==> config.mk <==
export PLATFORM = sky130hd
export DESIGN_NAME = nnz_row_fetch
export DESIGN_NICKNAME = d
export VERILOG_FILES = /design/src/rtl/nnz_row_fetch.sv
export SDC_FILE = /design/constraint.sdc
export NUM_CORES = 1
export LEC_CHECK = 0
export ABC_AREA = 1
export CELL_PAD_IN_SITES_DETAIL_PLACEMENT = 0
export CELL_PAD_IN_SITES_GLOBAL_PLACEMENT = 2
export CORE_MARGIN = 5
export CORE_UTILIZATION = 31
export CTS_CLUSTER_SIZE = 40
export DETAILED_ROUTE_END_ITERATION = 6
export GPL_ROUTABILITY_DRIVEN = 0
export PLACE_DENSITY_LB_ADDON = 0.12
export SLEW_MARGIN = 20
export SYNTH_ARGS = -nofsm -noshare
export SYNTH_HDL_FRONTEND = slang
export SYNTH_SLANG_ARGS = --single-unit
==> constraint.sdc <==
create_clock -name clk -period 11.2 [get_ports clk]
set_input_delay 2.24 -clock clk [delete_from_list [all_inputs] [get_ports clk]]
set_output_delay 2.24 -clock clk [all_outputs]
set_load 0.03 [all_outputs]
==> src/rtl/nnz_row_fetch.sv <==
// CSR row-pointer walker: emits (row_ptr[i+1], row_ptr[i], last-value NNZ prediction) per row.
// Optional build macro EMPTY_ROW_SKIP_EN suppresses rows whose NNZ is zero.
module nnz_row_fetch #(
  parameter int ADDR_W = 16,
  parameter int DATA_W = 32
) (
  input  logic              clk,
  input  logic              rst,
  input  logic              start,
  input  logic [ADDR_W-1:0] row_base,
  input  logic [ADDR_W-1:0] num_rows,
  output logic              mem_req,
  output logic [ADDR_W-1:0] mem_addr,
  input  logic              mem_valid,
  input  logic [DATA_W-1:0] mem_rdata,
  output logic              out_valid,
  input  logic              out_ready,
  output logic [DATA_W-1:0] offset1,
  output logic [DATA_W-1:0] offset2,
  output logic [DATA_W-1:0] prediction,
  output logic [ADDR_W-1:0] row_idx,
  output logic              busy,
  output logic              done
);

  localparam logic [2:0] S_IDLE  = 3'd0;
  localparam logic [2:0] S_REQ0  = 3'd1;
  localparam logic [2:0] S_WAIT0 = 3'd2;
  localparam logic [2:0] S_REQ   = 3'd3;
  localparam logic [2:0] S_WAIT  = 3'd4;
  localparam logic [2:0] S_EMIT  = 3'd5;
  localparam logic [2:0] S_FIN   = 3'd6;

  logic [2:0]        state;
  logic [ADDR_W-1:0] base_q;
  logic [ADDR_W-1:0] rows_q;
  logic [ADDR_W-1:0] idx_q;
  logic [ADDR_W-1:0] idx_next;
  logic [DATA_W-1:0] prev_ptr;
  logic [DATA_W-1:0] pred_reg;
  logic              last_row;

  assign idx_next = idx_q + ADDR_W'(1);
  assign last_row = (idx_next == rows_q);

  // Request strobe and address decode straight from state, so a single
  // request cycle per REQ state guarantees one outstanding read.
  assign mem_req = (state == S_REQ0) || (state == S_REQ);

  always_comb begin
    mem_addr = '0;
    if (state == S_REQ0)     mem_addr = base_q;
    else if (state == S_REQ) mem_addr = base_q + idx_next;
  end

  // NOTE: every state element, including the data-path registers, is cleared
  // by the async reset so all outputs read 0 the moment rst rises.
  always_ff @(posedge clk or posedge rst) begin
    if (rst) begin
      state      <= S_IDLE;
      base_q     <= '0;
      rows_q     <= '0;
      idx_q      <= '0;
      prev_ptr   <= '0;
      pred_reg   <= '0;
      out_valid  <= 1'b0;
      offset1    <= '0;
      offset2    <= '0;
      prediction <= '0;
      row_idx    <= '0;
      busy       <= 1'b0;
      done       <= 1'b0;
    end else begin
      // NOTE: non-blocking assignments throughout; done defaults low so it
      // can only ever be a single-cycle pulse.
      done <= 1'b0;
      case (state)
        S_IDLE: begin
          if (start) begin
            base_q <= row_base;
            rows_q <= num_rows;
            idx_q  <= '0;
            busy   <= 1'b1;
            state  <= (num_rows == '0) ? S_FIN : S_REQ0;
          end
        end
        S_REQ0: state <= S_WAIT0;
        S_WAIT0: begin
          if (mem_valid) begin
            prev_ptr <= mem_rdata;
            state    <= S_REQ;
          end
        end
        S_REQ: state <= S_WAIT;
        S_WAIT: begin
          if (mem_valid) begin
`ifdef EMPTY_ROW_SKIP_EN
            if (mem_rdata == prev_ptr) begin
              // Empty row: advance silently, prediction carries over.
              prev_ptr <= mem_rdata;
              idx_q    <= idx_next;
              state    <= last_row ? S_FIN : S_REQ;
            end else
`endif
            begin
              out_valid  <= 1'b1;
              offset1    <= mem_rdata;
              offset2    <= prev_ptr;
              prediction <= pred_reg;
              row_idx    <= idx_q;
              state      <= S_EMIT;
            end
          end
        end
        S_EMIT: begin
          if (out_ready) begin
            out_valid <= 1'b0;
            pred_reg  <= offset1 - offset2;
            prev_ptr  <= offset1;
            idx_q     <= idx_next;
            state     <= last_row ? S_FIN : S_REQ;
          end
        end
        S_FIN: begin
          done     <= 1'b1;
          busy     <= 1'b0;
          pred_reg <= '0;
          state    <= S_IDLE;
        end
        default: state <= S_IDLE;
      endcase
    end
  end

endmodule

==> flow_results.org, run 1 <==
** Power
- Dividing total power by cell area gives a power density of 325 nW/µm².
- Share of total power in sequential cells :: 0.287
- Maximum vdd ir drop :: 0.000136 V
- The share of total power dissipated in the clock network is 0.171.
- Net switching power of the design :: 2.39 mW
- Part of the total power dissipated in combinational logic :: 0.542
- Sum of internal, switching and leakage power :: 5.09 mW
- The internal power of the cells totals 2.69 mW.
- Of the total power, the share spent switching nets is 0.471.
- Total leakage power :: 7.38 nW

** Routing
- Number of nets with antenna violations after detailed routing :: 0
- Aggregate routed wire length :: 39900 µm
- 1st-pass router iterations :: 5
- Vias after detailed routing :: 10863
- Vias/cell :: 4.69
- Number of DRC violations after detailed routing :: 0
- Routed length per placed instance :: 17.2 µm
- After the first detailed-routing iteration, the DRC count stood at 619.

** Global route
- The number of antenna violations at the first check in global routing was 0.
- M2 GR Usage :: 0.301
- GRT met3 Usage :: 0.0285
- Overall global routing resource usage :: 0.181
- In the global route stage, met1 resource usage came out at 0.257.
- Pin count of the biggest net entering global routing :: 100
- For this run the aggregate overflow at the end of global routing stands at 0.
- First-pass GRT wire length :: 64200 µm
- Peak-usage layer in the global routing report :: met2
- The number of global-route vias before repair is 11063.

** Yosys
- By count the netlist is led by sky130_fd_sc_hd__nand2_1, sky130_fd_sc_hd__dfrtp_1, sky130_fd_sc_hd__inv_1.
- Fraction of the yosys area taken by sequential cells :: 0.469
- Fraction of synthesized area in multiplexers :: 0.00550
- Share of synthesized flip-flops with an asynchronous set or reset :: 1.00
- Main combinational cell family by area after synthesis :: simple AND/OR/NAND/NOR gates
- The number of nets handed over by synthesis was 1711.
- Basic-gate share of the synthesized area counting and, or, nand and nor cells :: 0.234
- The average instance in the mapped netlist occupies 7.72 µm².
- Area of the mapped netlist :: 12300 µm²
- Post-synth top flop :: sky130_fd_sc_hd__dfrtp_1
- In this run, synthesis produced a sequential element count of 230.
- Of the total synthesized cell area, the portion taken by XOR and XNOR cells is 0.00968.
- The share of synthesized area in the top cell type comes to 0.469.
- Yosys mapped a number of flops with a built-in enable equal to 0.
- The cell count after synthesis came out at 1590.
- In the post-synthesis netlist, the cell with the most instances is sky130_fd_sc_hd__nand2_1.
- Yosys mapped the design onto 39 distinct sky130hd cell types.
- The Yosys step of the flow raised 0 warnings.
- Synth Area in Compound Gates :: 0.152
- Of the total synthesized cell area, the portion taken by full adders, half adders and majority gates is 0.0542.
- Dominant cells by area after synthesis :: sky130_fd_sc_hd__dfrtp_1, sky130_fd_sc_hd__nand2_1, sky130_fd_sc_hd__o21ai_0
- Summed over all instances, the cell type with the most area after synthesis is sky130_fd_sc_hd__dfrtp_1.

** Floorplanning
- Die Footprint :: 43700 µm²
- Number of top-level pins :: 201
- In this run the horizontal extent of the chip is 209 µm.
- Initial core utilization :: 0.315
- The die is 209 µm tall.
- The core region is 38900 µm².
- Placement row count :: 72

** Final layout
- Layout-stage area growth over the synthesis result :: 27.5%
- Post-layout util :: 0.402
- For this run, the post-layout net count is 1898.
- Final std cells w/o fill :: 2315
- The repair_antennas step left the layout with diodes totalling 0.
- Ratio of cells with drive above 1 in the final layout :: 0.0490
- After routing the design area is 15700 µm².

** STA
- Hold Fails Final Rpt :: 0
- The routed design could run at a clock period as short as 6.12 ns.
- Headroom to the max-slew limit came out at 0.326.
- Hold Worst Slack :: 0.467 ns
- Setup repair after global routing missed its margin :: no
- In the finished design, the share of the clock period the worst path needs comes to 0.547.
- Setup violations remaining at the end of the flow were counted as 0.
- The worst path meets setup with 5.08 ns of slack.
- For the pin with the worst max-slew slack, the measured transition is 1.01 ns.
- Max frequency :: 163 MHz
- Largest clock skew in the final design :: 0.0156 ns
- Setup TNS :: 0 ns
- Pins over their slew limit :: 0

** Worst setup path
- Worst endpoint data arrival time :: 3.88 ns
- Crit path kind :: reg2out
- The endpoint identified for the worst register-to-register timing path is prev_ptr[15].
- Biggest cell delay along the critical path :: 0.70 ns
- FF-to-FF path depth :: 10
- Start of the worst register-to-register path :: state[2]
- Sort of element at the end of the critical path :: output port
- At the worst endpoint, the required time is 8.96 ns.
- STA classifies the critical path startpoint as a flip-flop.
- The slowest stage of the critical path belongs to the cell sky130_fd_sc_hd__clkdlybuf4s50_1.
- Worst Path Max Fanout :: 6
- Traced cell by cell, the critical path runs through ha_1, nand2_1, nor2_2, nand2_1, nand2_1, inv_1, ha_1, a21oi_1, o21a_1, nand2_1, a21oi_1, o21ai_0, a21oi_1, o21ai_0, o21ai_0, clkdlybuf4s50_1.
- Setup slack of the most critical reg-to-reg path :: 7.32 ns
- Among the stages of the critical path, the cell type that occurs most often is sky130_fd_sc_hd__nand2_1.

** Clock network
- Buffers inserted during clock tree synthesis total 28.
- The clock reaches the later pin of the worst-skew pair after 0.55 ns.
- Gates resized during post-CTS repair numbered 0.
- Counting along the longest clock path gives a buffer depth of 3.
- H-Tree Level Count :: 1
- Library cell used as clock root buffer :: sky130_fd_sc_hd__clkbuf_16
- Clock-pin slew was measured on the worst setup and hold paths at 0.06 ns.
- Cts-stage hold buffer count :: 0
- Clock tree from TritonCTS :: done
- The clock net in this run drives a total of 230 sinks.
- After clock tree synthesis, the setup repair step added 0 buffers.

** Place
- Port bufs :: 200
- After detailed placement, the design holds a cell count of 2265.
- OpenSTA, run right after detailed placement, puts the worst setup slack at 5.48 ns.
- After detailed placement, the total cell area comes to 14800 µm².
- Once detailed placement completed, the half-perimeter wirelength came to 29300 µm.

** Min path
- Class of the tightest hold or removal check :: reg2reg
- Critical hold path startpoint :: prediction[18]
- Hold Crit Depth :: 2
- The path with the worst hold slack has its endpoint at prediction[18].

** Run
- The tool flagged a number of max-cap violations equal to 0.

** Outcome
- Run status :: completed
-- final cells by class --
class,count,area (µm²)
clock buffer,40,797
sequential,230,5760
clock inverter,10,75.1
fill,4145,23300
tap,518,648
timing repair buffer,208,2060
inverter,189,718
multi-input combinational,1120,5600
-- power groups by stage --
| stage | sequential [mW] | combinational [mW] | clock, mW |
|---|---|---|---|
| after global placement | 1.48 | 2.78 | 0 |
| after floorplan | 1.78 | 1.39 | 0 |
| after global routing | 1.51 | 3.07 | 0.932 |
| after CTS | 1.47 | 2.80 | 0.897 |
| after detailed placement | 1.48 | 2.79 | 0 |
| final | 1.46 | 2.76 | 0.869 |
-- worst max path at each step --
stage          startpoint        endpoint  slack, ns
2_1_floorplan         rst       base_q[0]       2.66
3_3_place_gp    mem_valid   prediction[0]       5.54
3_5_place_dp    mem_valid  prediction[15]       5.48
4_1_cts          idx_q[2]    mem_addr[14]       5.02
5_1_grt          idx_q[2]    mem_addr[14]       4.69
6_report         idx_q[1]    mem_addr[11]       5.08
-- cell usage in the layout, fill, tap and decap left out, types with 5 or more instances in the layout --
cell type	synthesis	layout
sky130_fd_sc_hd__o21bai_1	6	6
sky130_fd_sc_hd__clkbuf_1	30	8
sky130_fd_sc_hd__or2_2	6	6
sky130_fd_sc_hd__xor2_1	6	6
sky130_fd_sc_hd__buf_4	3	8
sky130_fd_sc_hd__dfrtp_1	230	230
sky130_fd_sc_hd__inv_1	182	180
sky130_fd_sc_hd__clkdlybuf4s50_1	0	200
sky130_fd_sc_hd__nor2_1	132	132
sky130_fd_sc_hd__clkbuf_16	0	29
sky130_fd_sc_hd__mux2_2	6	6
sky130_fd_sc_hd__inv_2	6	6
sky130_fd_sc_hd__o211ai_1	6	6
sky130_fd_sc_hd__ha_1	50	50
sky130_fd_sc_hd__o21ai_0	157	157
sky130_fd_sc_hd__xnor2_1	5	5
sky130_fd_sc_hd__nor3_1	11	11
sky130_fd_sc_hd__nand4_1	11	11
sky130_fd_sc_hd__a31oi_1	35	35
sky130_fd_sc_hd__a21o_1	5	5
sky130_fd_sc_hd__o22ai_1	25	25
sky130_fd_sc_hd__clkinv_2	0	10
sky130_fd_sc_hd__nor2_2	7	6
sky130_fd_sc_hd__nand3_1	56	55
sky130_fd_sc_hd__a21oi_1	96	96
sky130_fd_sc_hd__nand2_1	469	469
-- critical path: cells and delay by family, from the launching register on --
family                   cells  cell delay [ns]
AND/OR/NAND/NOR              5             0.58
AO/OA/AOI/OAI                7             1.01
buffers and inverters        2             0.78
adder cells (fa/ha/maj)      2             0.55
flip-flops                   1             0.41
-- layer usage --
layer / up-vias / part of all wire / wire, µm
li1: 5544 / - / -
met1: 5081 / 0.47 / 18900
met2: 205 / 0.47 / 18800
met3: 33 / 0.044 / 1750
met4: 0 / 0.011 / 448
met5: - / 0 / 0
-- kinds of logic (layout without fill, tap and decap cells) --
logic type	after synthesis	count (layout)
AOI/OAI and AO/OA	342	342
xor gates and xnor gates	12	12
adders and majority gates	52	52
buffers and inverters	240	447
DFF	230	230
muxes	6	6
and+or+nand+nor	708	708
No activity file was read; power rests on OpenSTA's default activity.
==> run 2, diff against run 1 <==
--- a/config.mk
+++ b/config.mk
@@ -9,7 +9,7 @@
 export CELL_PAD_IN_SITES_DETAIL_PLACEMENT = 0
 export CELL_PAD_IN_SITES_GLOBAL_PLACEMENT = 2
 export CORE_MARGIN = 5
-export CORE_UTILIZATION = 31
+export CORE_UTILIZATION = 28
 export CTS_CLUSTER_SIZE = 40
 export DETAILED_ROUTE_END_ITERATION = 6
 export GPL_ROUTABILITY_DRIVEN = 0
==> constraint.sdc (replaced) <==
create_clock -name clk -period 5.3 [get_ports clk]
set_input_delay 1.06 -clock clk [delete_from_list [all_inputs] [get_ports clk]]
set_output_delay 1.06 -clock clk [all_outputs]
set_load 0.03 [all_outputs]
==> run 2 against run 1 <==
Against the previous run:
- die area is 10% higher
- utilization decreased by 3.4 points
- combinational power is 110% higher
- clock-buffer cell count rose by 2
- highest routed layer unchanged
==> flow_results.org, run 2 (synthesis gave the netlist of run 1 again) <==
** Clock network
- Clk pin slew, worst setup/hold paths :: 0.06 ns (about the same)
- TritonCTS built the clock tree.
- Library cell used as clock root buffer :: sky130_fd_sc_hd__clkbuf_16
- The worst-case clock buffer depth came to 3 (unchanged).
- Clock latency reported for the late side of the worst-skew pair :: 0.57 ns (+0.02 ns)
- The total clock sinks is 230 (unchanged).
- H-Tree Level Count :: 1 (unchanged)
- The number of buffers created by CTS came to 30 (+7.1%).

** Global route
- GRT met3 Usage :: 0.0255 (-0.00297)
- Initial antenna violation count :: 0 (unchanged)
- M2 GR Usage :: 0.301 (about the same)
- Vias in the first global route :: 11115 (+0.47%)
- The global-route wire length before repair is 65200 µm (+1.6%).
- The overall routing resource usage came to 0.173 (-0.00796).
- The layer flagged by global routing as most heavily used is met2.
- The maximum number of pins on one net before global-route repair came to 127 (+27%).
- Met1 track demand over resource in global routing :: 0.226 (-0.0304)
- The total global routing overflow was 0 (unchanged).

** Worst setup path
- Start of the worst register-to-register path :: state[2]
- The data required time at the worst endpoint was 4.24 ns (-4.72 ns).
- The endpoint identified for the worst register-to-register timing path is idx_q[12].
- Capturing instance or port of the critical path :: mem_addr[15]
- Critical path origin :: idx_q[1]
- Startpoint type of the worst setup path :: flip-flop
- Setup slack of the most critical reg-to-reg path :: 2.03 ns (-5.29 ns)
- The largest fanout of any net on the critical path is 5 (-1).
- STA classifies the critical path endpoint as an output port.
- FF-to-FF path depth :: 8 (-2)
- Crit path kind :: reg2out
- The arrival time reported for the critical path endpoint is 3.89 ns (about the same).

** Routing
- The remaining antenna violation count after routing was 0 (unchanged).
- The count of routing violations after the opening detailed-route iteration was 489 (-21%).
- The count of unresolved DRC violations after routing is 0 (unchanged).
- The overall routed net length came to 42000 µm (+5.2%).
- Vias after detailed routing :: 10908 (+0.41%)
- Routed length per placed instance :: 17.6 µm (+2.0%)
- The number of detailed-route iterations in the first pass was 5 (unchanged).
- Vias/cell :: 4.57 (-2.7%)

** Place
- DPL Wire Length :: 31300 µm (+6.7%)
- Port bufs :: 200 (unchanged)
- The post-placement worst setup slack came to 0.834 ns (-4.65 ns).

** Power
- Pwr per Cell Area :: 693 nW/µm² (+110%)
- The switching fraction of total power is 0.464 (-0.00681).
- Total leakage power :: 7.51 nW (+1.8%)
- Part of the total power dissipated in combinational logic :: 0.530 (-0.012)
- The clock group share of total power came to 0.190 (+0.019).
- Share of total power in sequential cells :: 0.280 (-0.007)
- The largest voltage drop on the vdd net was 0.000257 V (+88%).
- Net switching power of the design :: 5.13 mW (+110%)
- Internal Power :: 5.93 mW (+120%)

** Min path
- The tightest min-delay check is of the reg2reg type.

** STA
- The final number of setup-violating endpoints came to 0 (unchanged).
- The worst relative slew slack came to 0.443 (+0.117).
- The number of failing hold endpoints at the final stage is 0 (unchanged).
- The transition time at the pin with the least slew margin was 0.835 ns (-0.174 ns).
- Setup repair after global routing missed its margin :: no
- Largest clock skew in the final design :: 0.0165 ns (+0.000861 ns)
- Subtracting the final worst setup slack from the clock period gives 4.95 ns.
- For this run, the top clock speed supported by timing is 202 MHz.
- Setup TNS :: 0 ns (unchanged)
- The tightest hold margin was 0.472 ns (+0.00449 ns).
- The final setup slack of the worst path is 0.349 ns (-4.73 ns).
- The final count of pins violating max slew is 0 (unchanged).
- Final Cycle Share :: 0.934

** Final layout
- Layout-stage area growth over the synthesis result :: 29.9%
- Most common cell after layout, fill and taps aside :: sky130_fd_sc_hd__nand2_1
- Fin nets :: 1903 (+0.26%)
- In the layout the commonest cells are sky130_fd_sc_hd__nand2_1, sky130_fd_sc_hd__dfrtp_1, sky130_fd_sc_hd__clkdlybuf4s50_1, sky130_fd_sc_hd__inv_1, sky130_fd_sc_hd__o21ai_0.
- The area taken by flip-flops and latches is 5760 µm² (unchanged).
- Area of the multi-input gates :: 5600 µm² (unchanged)
- Count of fill cells added during filler insertion :: 4582 (+11%)
- Ratio of cells with drive above 1 in the final layout :: 0.0527 (+0.00372)

** Floorplanning
- Placement row count :: 76 (+5.6%)
- Core area :: 43300 µm² (+11%)
- Width of the die :: 219 µm (+5.0%)
- The die outline area came to 48100 µm² (+10%).
- Die extent in y :: 219 µm (+5.0%)
- Number of top-level pins :: 201 (unchanged)
- The effective utilization at floorplan came to 0.284 (-0.0317).

** Run
- The count of max-cap constraint violations came to 0 (unchanged).

** Outcome
- Run status :: completed
[run 2: final cells by class]
type | count | area share
clock buffers | 42 | 0.0537
repair buffers | 211 | 0.134
clock inverters | 11 | 0.00989
well taps | 585 | 0.0459
flip-flops and latches | 230 | 0.361
inverters | 189 | 0.0448
multi-input cells | 1120 | 0.351
diodes | 1 | 0.000157
[run 2: through the flow]
stage	cells	util	total power, mW	cell area [µm²]
floorplan	1590	-	6.70	12300
global placement	2335	0.345	9.08	14900
detailed placement	2335	0.345	9.09	14900
CTS	2388	0.368	11.3	15900
global route	2388	0.369	12.0	15900
finish	2389	0.369	11.1	15900
[run 2: how the worst min path moves through the flow]
stage,from,cells after the start,slack [ns],to
3_5_place_dp,pred_reg[26],2,0.46,prediction[26]
4_1_cts,pred_reg[26],2,0.47,prediction[26]
3_3_place_gp,pred_reg[30],2,0.46,prediction[30]
2_1_floorplan,pred_reg[18],2,0.45,pred_reg[18]
6_report,row_idx[1],2,0.47,row_idx[1]
5_1_grt,pred_reg[31],2,0.50,pred_reg[31]
[run 2: timing repair]
| item | CTS | global route |
|---|---|---|
| resized for setup | 0 | 3 |
| hold buffers | 0 | 0 |
| hold endpoints to repair | 0 | 0 |
| endpoints found under the setup margin | 0 | 3 |
| buffers inserted | 0 | 0 |
[run 2: power groups by stage]
| stage | Sequential [mW] | Combinational (mW) | Clock [mW] |
|---|---|---|---|
| finish | 3.09 | 5.86 | 2.10 |
| global route | 3.20 | 6.51 | 2.24 |
| CTS | 3.12 | 5.98 | 2.17 |
| detailed placement | 3.14 | 5.95 | 0 |
| global placement | 3.14 | 5.94 | 0 |
| floorplan | 3.77 | 2.93 | 0 |
[run 2: layer usage]
metal  vias up  wire length (µm)
met2       185             20700
li1       5548                 -
met5         -                 0
met3        55              1460
met1      5120             18800
met4         0              1120
[run 2: worst max-delay path, stage by stage (launching register included)]
cell,delay (ns)
sky130_fd_sc_hd__dfrtp_1,0.42
sky130_fd_sc_hd__ha_1,0.22
sky130_fd_sc_hd__nand2_1,0.09
sky130_fd_sc_hd__nor2_2,0.17
sky130_fd_sc_hd__nand3_1,0.16
sky130_fd_sc_hd__xor2_1,0.29
sky130_fd_sc_hd__ha_1,0.33
sky130_fd_sc_hd__a21oi_1,0.25
sky130_fd_sc_hd__o21bai_1,0.10
sky130_fd_sc_hd__a21oi_1,0.15
sky130_fd_sc_hd__o211ai_1,0.17
sky130_fd_sc_hd__xnor2_1,0.16
sky130_fd_sc_hd__o22ai_1,0.11
sky130_fd_sc_hd__clkdlybuf4s50_1,0.70
==> variant (config.mk and constraints of run 2) <==
The parameter `DATA_W` goes from 32 to 64.
--- a/src/rtl/nnz_row_fetch.sv
+++ b/src/rtl/nnz_row_fetch.sv
@@ -2,7 +2,7 @@
 // Optional build macro EMPTY_ROW_SKIP_EN suppresses rows whose NNZ is zero.
 module nnz_row_fetch #(
   parameter int ADDR_W = 16,
-  parameter int DATA_W = 32
+  parameter int DATA_W = 64
 ) (
   input  logic              clk,
   input  logic              rst,
Interface: changed (resized mem_rdata, offset1, offset2 and prediction); port bits go from 201 to 329. The function was not compared with the original's and may differ.
==> variant against run 2 <==
  * Final area grew 71%
  * Wire length increased by 93%
  * Synthesized area increased by 74%
  * Sequential share of layout area down 0.33 points
  * Power increased by 82%
  * Worst hold slack improved by 0.0020 ns
  * Sequential cell count grew 160
  * Setup slack lost 0.027 ns
  * Count of clock-buffer cells in the layout grew 28
  * Critical path type unchanged
==> variant: results (changes against run 2) <==
In the synthesized netlist, the cells that appear most often are nand2_1, dfrtp_1, inv_1. Footprint of the flip-flops and latches: 9759 um^2 (+70%). The total via count in the routed design was 20010 (+83%). The number of cells on the worst reg-to-reg path works out to 17 (+9).

The clock network contribution to total cell area is 5.924% (-0.44 points), and the logic gate share of total power is 56.6% (+3.6 points). The wire length of the first global-routing pass came out at 123900 um (+90%). The leakage dissipation came out at 12.94 nW (+72%).

The met3 global-route usage is 2.375% (-0.18 points), and the number of buffer cells added on primary ports is 328 (+64%). The run gives 20.07 mW (+82%) as the final total power. The total CTS buffers was 48 (+60%); the aggregate routed wire length was 81120 um (+93%). The logs give 3411 (+79%) for the final-stage net count and 3.39 mW (+61%) for the power attributed to the clock group. The share of post-route cells with drive strength above 1 was 3.861% (-1.4 points). The logs give 1 (+1) for the total of cells resized after clock tree synthesis and 0.02410 ns (+0.007634 ns) for the post-route clock skew. The fraction of area in multi-input gates was 36.21% (+1.1 points).

The peak supply drop was 0.3074 mV (+20%). Yosys attributes the largest share of cell area to dfrtp_1, nand2_1, inv_1. The placed wire-length estimate after detailed placement is 60960 um (+95%). The run gives 8018 (+75%) as the layout filler cell count. The worst register-to-register path begins at offset1[0]. Synthesized flop and latch total: 390 (+70%). The layout clock buffer count came out at 70 (+67%). The number of DRC markers after the initial detailed-route iteration was 1241 (+150%); the delay of the slowest cell on the worst path was 0.61 ns (-0.09 ns).

The multi-input combinational gate total came out at 2089 (+87%). The worst relative slew slack is 29.18% (-15 points), and the placement-stage cell area is 25660 um^2 (+72%). The maximum number of pins on one net before global-route repair came out at 222 (+75%).

The met2 usage was 31.29% (+1.2 points); the register-to-register setup slack was 2.27 ns (+0.24 ns). The met1 layer usage reported by global route was 27.59% (+5.0 points). The sequential cell area fraction in the yosys report came out at 45.72% (-1.2 points). The overall global routing resource usage came out at 19.24% (+1.9 points). The met2 wire length is 37510 um (+82%).

The switching component of the power is 9.961 mW (+94%), and the number of diodes added for antenna fixing is 0 (-1). The total of plain and repair buffers excluding clock buffers came out at 344 (+63%). The wire length the detailed router placed on met1 is 38780 um (+110%), and the layout inverter count without the clock tree is 353 (+87%). Met3 routed wirelength: 3194 um (+120%). Insertion delay to the later sink of the worst-skew pair: 0.59 ns (+0.02 ns). The top fanout value on the critical path came out at 7 (+2). The run gives 38 (-2.6%) as the count of different cell masters after synthesis. The flow ran to the end, and the final reports show no timing, DRC or antenna violations. The tools report the number of nets in the synthesized netlist as 3112 (+82%). The endpoint identified for the worst register-to-register timing path is pred_reg[60].
## variant: cell families (layout without fill, tap and decap cells)
family	after synthesis	count (layout)	synth area share, %
simple gates	1484	1484	27.66
buf+inv	448	784	8.118
xor+xnor	8	8	0.3927
flops	390	390	45.72
compound gates	506	506	12.75
mux	7	7	0.3693
fa+ha+maj	84	84	4.994
## variant: per-stage QoR
stage          worst slack (ns)  instances  util [%]
2_1_floorplan            -1.006       2927         -
3_3_place_gp             0.7565       4154     33.84
3_5_place_dp             0.6801       4154     33.84
4_1_cts                 0.02099       4241     35.97
5_1_grt                 0.01618       4241     35.99
6_report                 0.3220       4241     35.99
## variant: worst min path at each step
stage                             from        endpoint  slack [ns]  cells past startpoint
after global routing      pred_reg[55]    pred_reg[55]        0.50                      2
after global placement            busy            busy        0.46                      2
after CTS                 pred_reg[56]  prediction[56]        0.47                      2
after detailed placement          busy            busy        0.46                      2
final                             busy            busy        0.47                      2
after floorplan           pred_reg[33]    pred_reg[33]        0.45                      2
